`config.mk`:
```
export PLATFORM = sky130hd
export DESIGN_NAME = if_id_pipe
export DESIGN_NICKNAME = d
export VERILOG_FILES = /design/src/rtl/if_id_pipe.sv
export SDC_FILE = /design/constraint.sdc
export NUM_CORES = 1
export LEC_CHECK = 0
export BUFFER_PORTS_ARGS = -buffer_cell sky130_fd_sc_hd__buf_2
export CAP_MARGIN = 10
export CORE_MARGIN = 4
export CORE_UTILIZATION = 53
export DETAILED_ROUTE_END_ITERATION = 16
export PLACE_DENSITY = 0.88
export SLEW_MARGIN = 15
export SYNTH_ARGS = -nofsm -noshare
export SYNTH_HDL_FRONTEND = slang
export SYNTH_SLANG_ARGS = --single-unit
```
`constraint.sdc`:
```
create_clock -name clk -period 10.4 [get_ports clk]
set_input_delay 0.52 -clock clk [delete_from_list [all_inputs] [get_ports clk]]
set_output_delay 0.52 -clock clk [all_outputs]
set_load 0.03 [all_outputs]
```
`src/rtl/if_id_pipe.sv`:
```
// if_id_pipe: IF->ID pipeline register with valid/ready handshake, a
// two-entry skid buffer, synchronous flush and a saturating stall counter.
// in_ready and out_valid are decoded from the occupancy register alone, so
// decode backpressure never forms a combinational path back into fetch.
module if_id_pipe #(
    parameter int                 ADDR_W   = 32,
    parameter int                 INST_W   = 32,
    parameter logic [INST_W-1:0]  NOP_INST = '0,
    parameter int                 CNT_W    = 16
) (
    input  logic              clk,
    input  logic              rst,
    input  logic              in_valid,
    output logic              in_ready,
    input  logic [ADDR_W-1:0] in_pc,
    input  logic [INST_W-1:0] in_inst,
    input  logic              flush,
    output logic              out_valid,
    input  logic              out_ready,
    output logic [ADDR_W-1:0] out_pc,
    output logic [INST_W-1:0] out_inst,
    output logic [1:0]        occupancy,
    output logic [CNT_W-1:0]  stall_cnt
);

    // Occupancy doubles as the state encoding.
    typedef enum logic [1:0] {
        EMPTY = 2'd0,
        ONE   = 2'd1,
        FULL  = 2'd2
    } occ_e;

    localparam logic [CNT_W-1:0] CNT_MAX = '1;

    occ_e              occ_q, occ_d;
    logic [ADDR_W-1:0] main_pc_q, main_pc_d;
    logic [INST_W-1:0] main_inst_q, main_inst_d;
    logic [ADDR_W-1:0] skid_pc_q;
    logic [INST_W-1:0] skid_inst_q;
    logic              skid_load;
    logic [CNT_W-1:0]  stall_cnt_q;
    logic              accept;
    logic              fire;

    assign accept = in_valid & in_ready;
    assign fire   = out_valid & out_ready;

    // State register: occupancy and the main (output-facing) entry.
    always_ff @(posedge clk) begin
        if (rst) begin
            occ_q       <= EMPTY;
            main_pc_q   <= '0;
            main_inst_q <= NOP_INST;
        end else begin
            // NOTE: non-blocking assignments keep every flop sampling the pre-edge values, so block order cannot change behaviour.
            occ_q       <= occ_d;
            main_pc_q   <= main_pc_d;
            main_inst_q <= main_inst_d;
        end
    end

    // Skid entry: written only when a second entry arrives while the first is held.
    always_ff @(posedge clk) begin
        // NOTE: no reset here on purpose; the skid entry is only read in FULL, which is reachable only after it has been written.
        if (skid_load) begin
            skid_pc_q   <= in_pc;
            skid_inst_q <= in_inst;
        end
    end

    // Next-state logic: flush overrides the handshake; EMPTY always carries a cleared main entry.
    always_comb begin
        // NOTE: defaulting every output of this block first means no path leaves a signal unassigned, so no latch is inferred.
        occ_d       = occ_q;
        main_pc_d   = main_pc_q;
        main_inst_d = main_inst_q;
        skid_load   = 1'b0;

        if (flush) begin
            occ_d       = EMPTY;
            main_pc_d   = '0;
            main_inst_d = NOP_INST;
        end else begin
            unique case (occ_q)
                EMPTY: begin
                    if (accept) begin
                        occ_d       = ONE;
                        main_pc_d   = in_pc;
                        main_inst_d = in_inst;
                    end
                end
                ONE: begin
                    if (accept && fire) begin
                        main_pc_d   = in_pc;
                        main_inst_d = in_inst;
                    end else if (accept) begin
                        occ_d     = FULL;
                        skid_load = 1'b1;
                    end else if (fire) begin
                        occ_d       = EMPTY;
                        main_pc_d   = '0;
                        main_inst_d = NOP_INST;
                    end
                end
                FULL: begin
                    if (fire) begin
                        occ_d       = ONE;
                        main_pc_d   = skid_pc_q;
                        main_inst_d = skid_inst_q;
                    end
                end
                default: begin
                    // Unused encoding: recover to a clean empty pipe.
                    occ_d       = EMPTY;
                    main_pc_d   = '0;
                    main_inst_d = NOP_INST;
                end
            endcase
        end
    end

    // Output decode: handshake flags depend only on registered occupancy.
    always_comb begin
        out_valid = (occ_q != EMPTY);
        in_ready  = (occ_q != FULL);
        out_pc    = main_pc_q;
        out_inst  = main_inst_q;
        occupancy = occ_q;
    end

    // Stall counter: cycles where decode refuses a valid entry, saturating; flush does not clear it.
    always_ff @(posedge clk) begin
        if (rst) begin
            stall_cnt_q <= '0;
        end else if (out_valid && !out_ready && (stall_cnt_q != CNT_MAX)) begin
            stall_cnt_q <= stall_cnt_q + 1'b1;
        end
    end

    assign stall_cnt = stall_cnt_q;

endmodule

```
* Yosys cells after proc, flatten, opt, wreduce, memory -nomap -nowiden *
Cells that the tools add are included.

word-level totals
  bits in registers = 146
  latch bits = 0
  bits in writable memories = 0
  memory bits (read-only) = 0
  word-level logic and storage cells = 48
  memories = 0

operators by class
  $add $sub $neg = 1
  multiply operators = 0
  divide/modulo/power cells = 0
  $lt $le $gt $ge = 0
  equality and inequality tests = 10
  shift operators = 0
  muxes and demuxes = 20
  bitwise logic cells = 2
  reduce and logical (&&, ||, !) cells = 9

operator list
  cell                   number
  $mux 32                8
  $pmux 32 s3            2
  $add 16x1->16 const B  1
  $ne 16x16->1 const B   1
  $mux 2                 5
  $ne 3x3->1 const B     3
  $ne 2x2->1 const B     4
  $reduce_and 4->1       2
  $pmux 2 s3             1
  $mux 1                 4
  $logic_and 1x1->1      3
  $and 1x1->1            2
  $eq 2x1->1 const B     1
  $eq 2x2->1 const B     1
  $logic_not 2->1        1
  $reduce_bool 2->1      1
  $reduce_or 2->1        1
  $logic_not 1->1        1

* Depth between registers and ports, before layout *
  word-level depth = 6
  depth in mapped cells = 8
  gate-level depth less buffers = 5

* Least setup slack after synthesis *
OpenSTA, ideal clock, no wires.

  kind = reg-to-reg
  from = register occ_q[0], in the netlist occupancy[0]
  to = register skid_inst_q[0], enable pin
  data arrival time = 7371 ps
  required time = 9734 ps
  path slack = 2363 ps
  stages on the path, launching flop included = 3
  period minus slack after synthesis = 8037 ps
  cell sequence = dfxtp_1 -> buf_2 -> nor4b_1

between the ends
  longest elaborated chain between the ends = 6
  elaborated cells between the ends (all ways) = 10

ends and longest elaborated chain
  what                                                    RTL line  RTL
  start, declared                                         35        occ_e occ_q, occ_d;
  start signal, assigned                                  51        occ_q <= EMPTY;
  start signal, assigned                                  56        occ_q <= occ_d;
  $ne 2x2->1 / $reduce_bool 2->1 (equally long branches)  125, 124
  $and 1x1->1, on equally long branches                   45, 46
  $mux 1 / $logic_and 1x1->1 (equally long branches)      96, 93
  $mux 1                                                  93        if (accept && fire) begin
  $mux 1 *                                                84        unique case (occ_q)
  $mux 1 *                                                79        if (flush) begin
  via skid_load                                           40        logic skid_load;
  end signal, assigned                                    67        skid_inst_q <= in_inst;
  end, declared                                           39        logic [INST_W-1:0] skid_inst_q;

The timed path passes the listed nets; every way through them passes the cells marked *.
A chain may end at the register's enable or synchronous reset.

* Worst setup path in the final report *
  from = register occ_q[0], in the netlist occupancy[0]
  to = register main_inst_q[7], in the netlist out_inst[7]

between the ends
  longest elaborated chain between the ends = 5
  elaborated cells between the ends (all ways) = 15

ends and longest elaborated chain
  what                                                                     RTL line  RTL
  $ne 2x2->1 / $reduce_bool 2->1 (equally long branches)                   125, 124
  $and 1x1->1, on equally long branches                                    45, 46
  $logic_and 1x1->1                                                        93
  $ne 3x3->1 (no source line) / $mux 32 (equally long branches)            n/a
  $reduce_and 4->1 (no source line) / $pmux 32 s3 (equally long branches)  n/a
  end signal, assigned                                                     58        main_inst_q <= main_inst_d;
  end, declared                                                            37        logic [INST_W-1:0] main_inst_q, main_inst_d;

Several ways; a longest one is shown, not always the timed one.

==> metrics.yaml <==
sta:
  skew_ns: 0.00914
  fmax_mhz: 407
  rsz0062_at_grt: "no"
  fin_crit_sh_pct: 23.6
  worstMarginPinSlew_ns: 0.895
  hold_viol: 0
  slew_violations: 0
  setup_tns_ns: 0
  slew_headroom_pct: 40.2
  setup_viol: 0
  holdWs_ns: 0.280
  min_period_ns: 2.46
  fin_ws_ns: 7.94
synthesis:
  synth-edff-count: 64
  synthAdderAreaFrac_pct: 0.203
  synthCells: 609
  syn_area_per_cell_sq_um: 10.1
  synth_top_family_by_area: "compound AO/OA/AOI/OAI gates"
  yosys-top-cells-area: "edfxtp_1, dfxtp_1, o32ai_1"
  yosys.area.top_type: "edfxtp_1"
  synth_warnings: 0
  synth-compound-area-share_pct: 20.8
  syn-cell-area_sq_mm: 0.00616
  synth.mux.area_fraction_pct: 0.528
  synth_common_cells: "inv_1, dfxtp_1, nor2_1"
  synth_top_area_share_pct: 31.2
  yosys.area_share.xor_xnor_pct: 0
  yosys_most_used_dff: "dfxtp_1"
  asyncSetResetFlopFracSynth_pct: 0
  synthSimpleGateAreaFrac_pct: 8.96
  synth_nets: 679
  yosysMostFrequentCell: "inv_1"
  ys_ff_latch: 146
  netlist-cell-type-count: 40
  yosysSeqAreaShare_pct: 57.9
final_layout:
  nFillCells: 873
  drive_gt1_share_pct: 26.5
  n_antenna_cell: 0
  syn2layout_area_growth_pct: 23.2
  final_net_count: 809
setup_path:
  reg2reg_slack_ns: 7.94
  worstSetupPathType: "reg2reg"
  rr_startpoint: "occupancy[0]"
  crit_path_end_kind: "register"
  cp_num_buf_inv: 1
  worstSetupStartpointType: "register"
  max_stage_delay_ns: 0.71
  critPathMaxFanout: 35
  crit_arrival_ns: 2.81
  path_delay_family: "compound AO/OA/AOI/OAI gates"
  r2r-end: "out_inst[7]"
  crit_path_top_delay_cell: "o2bb2ai_4"
  crit_chain: "nand2b_2 -> o2bb2ai_4 -> buf_4 -> a22oi_1 -> nor2_1"
  rr_worst_depth: 5
  required_ns: 10.76
global_route:
  grt_pass1_wl_microns: 25700
  overflow: 0
  grt_pass1_vias: 5248
  grt_max_degree: 74
  grt_use_total_pct: 24.3
  antenna_found_initial: 0
power:
  p_int_mw: 1.06
  seq_power_share_pct: 45.0
  clkPwrFrac_pct: 46.2
  vdd_drop_max_mv: 0.123
  p_sw_share_pct: 22.8
  p_switching_mw: 0.313
  power_frac_comb_pct: 8.9
  p_per_area_mw_per_mm2: 181
  p_leak_nw: 3.43
run:
  drv_cap: 0
hold_path:
  worst_hold_path_type: "in2reg"
  min_delay_path_depth: 1
  hold_end: "skid_pc_q[16]"
  min_from: "in_pc[16]"
floorplan:
  die_h_microns: 116
  die-area_sq_mm: 0.0134
  ioPinCount: 153
  die_w_microns: 116
  rows: 39
  core_area_sq_mm: 0.0114
  initial_utilization_pct: 53.9
drt:
  vias: 5240
  antenna_left: 0
  drtPass1Iterations: 5
  avgViaCountPerCell: 5.85
  met3_length_microns: 1130
  routedWlPerCell_microns: 18.1
  drc_errors: 0
  top_layer: "met4"
  drt_iter0_drc: 521
  routed_wl_microns: 16200
  drt-met1-wl_microns: 6460
  wl_met2_microns: 8290
placement:
  place_ws_ns: 7.91
  dpl.hpwl_microns: 10100
  gp_congestion: 0.829
  numPortBuffers: 152
cts:
  numCtsBuffers: 17
  clk_latency_ns: 0.43
  cts.sinks: 146
  cts_tree: "built"
  cts_setup_buffers: 0
  clk_pin_slew_ns: 0.06
  htree_num_levels: 4
  postCtsResizedCells: 0
  root_buffer: "clkbuf_16"
  clk_path_buf_depth: 2
  ctsHoldBuffers: 0
run_status:
  status: "completed"
==> power groups by stage <==
stage               logic, mW  registers [mW]  clock network (mW)
global route            0.132           0.618               0.668
global placement        0.115           0.628                   0
floorplan              0.0610           0.647                   0
detailed placement      0.120           0.629                   0
CTS                     0.121           0.617               0.639
finish                  0.122           0.617               0.634
==> flip-flops by register name, indices dropped and copies added (netlist names) <==
| name | flops |
|---|---|
| occupancy | 2 |
| stall_cnt | 16 |
| out_inst | 32 |
| skid_pc_q | 32 |
| skid_inst_q | 32 |
| out_pc | 32 |
==> per-stage QoR <==
| stage | power [mW] | area, sq um | utilization (%) | std cells |
|---|---|---|---|---|
| finish | 1.37 | 7590 | 66.5 | 895 |
| global route | 1.42 | 7590 | 66.5 | 895 |
| CTS | 1.38 | 7590 | 66.5 | 895 |
| detailed placement | 0.749 | 6980 | 61.1 | 863 |
| global placement | 0.743 | 6980 | 61.1 | 863 |
| floorplan | 0.708 | 6160 | - | 609 |
==> cell usage in the layout, fill, tap and decap left out, types with 2 or more instances in the layout <==
master / count
a211oi_1: 2
a21oi_1: 14
a22oi_1: 64
and3_1: 2
buf_2: 152
buf_4: 8
bufinv_16: 4
clkbuf_1: 4
clkbuf_16: 17
clkinv_2: 3
clkinvlp_4: 2
dfxtp_1: 81
edfxtp_1: 64
inv_1: 131
mux2_1: 2
nand2_1: 7
nand3_1: 5
nand4_1: 4
nor2_1: 70
nor2b_1: 2
nor4_1: 2
o21ai_0: 4
o31ai_1: 9
o32ai_1: 64
or2_2: 2
or3_1: 4
or4_1: 8
==> cell families after synthesis <==
group,count (synthesis)
AOI/OAI and AO/OA,164
adders and majority gates,1
buffers and inverters,180
DFF,146
muxes,3
and+or+nand+nor,115
==> routing by layer <==
layer | GRT usage, % | vias to the layer above
met3 | 5.95 | 25
met4 | 9.74 | 0
li1 | - | 2431
met2 | 41.1 | 246
met1 | 30.0 | 2538
met5 | 0 | -
==> area by class of cell <==
type	instances	area, sq um	share of cell area, %
Inverter	131	492	6.48
Multi-Input combinational cell	283	1920	25.3
Clock buffer	22	454	5.99
Timing Repair Buffer	160	821	10.8
Sequential cell	146	3560	47.0
Tap cell	143	179	2.36
Clock inverter	10	159	2.09
==> how the worst max path moves through the flow <==
stage	from	slack, ns	cells after the start	to
after floorplan	occupancy[0]	2.36	2	skid_inst_q[0]
after global placement	out_ready	7.95	6	out_inst[17]
after detailed placement	out_ready	7.91	6	out_inst[7]
after CTS	occupancy[0]	7.97	5	out_inst[7]
after global routing	occupancy[1]	7.82	6	out_inst[7]
final	occupancy[0]	7.94	5	out_inst[7]
Power figures use the tool's default switching activity.
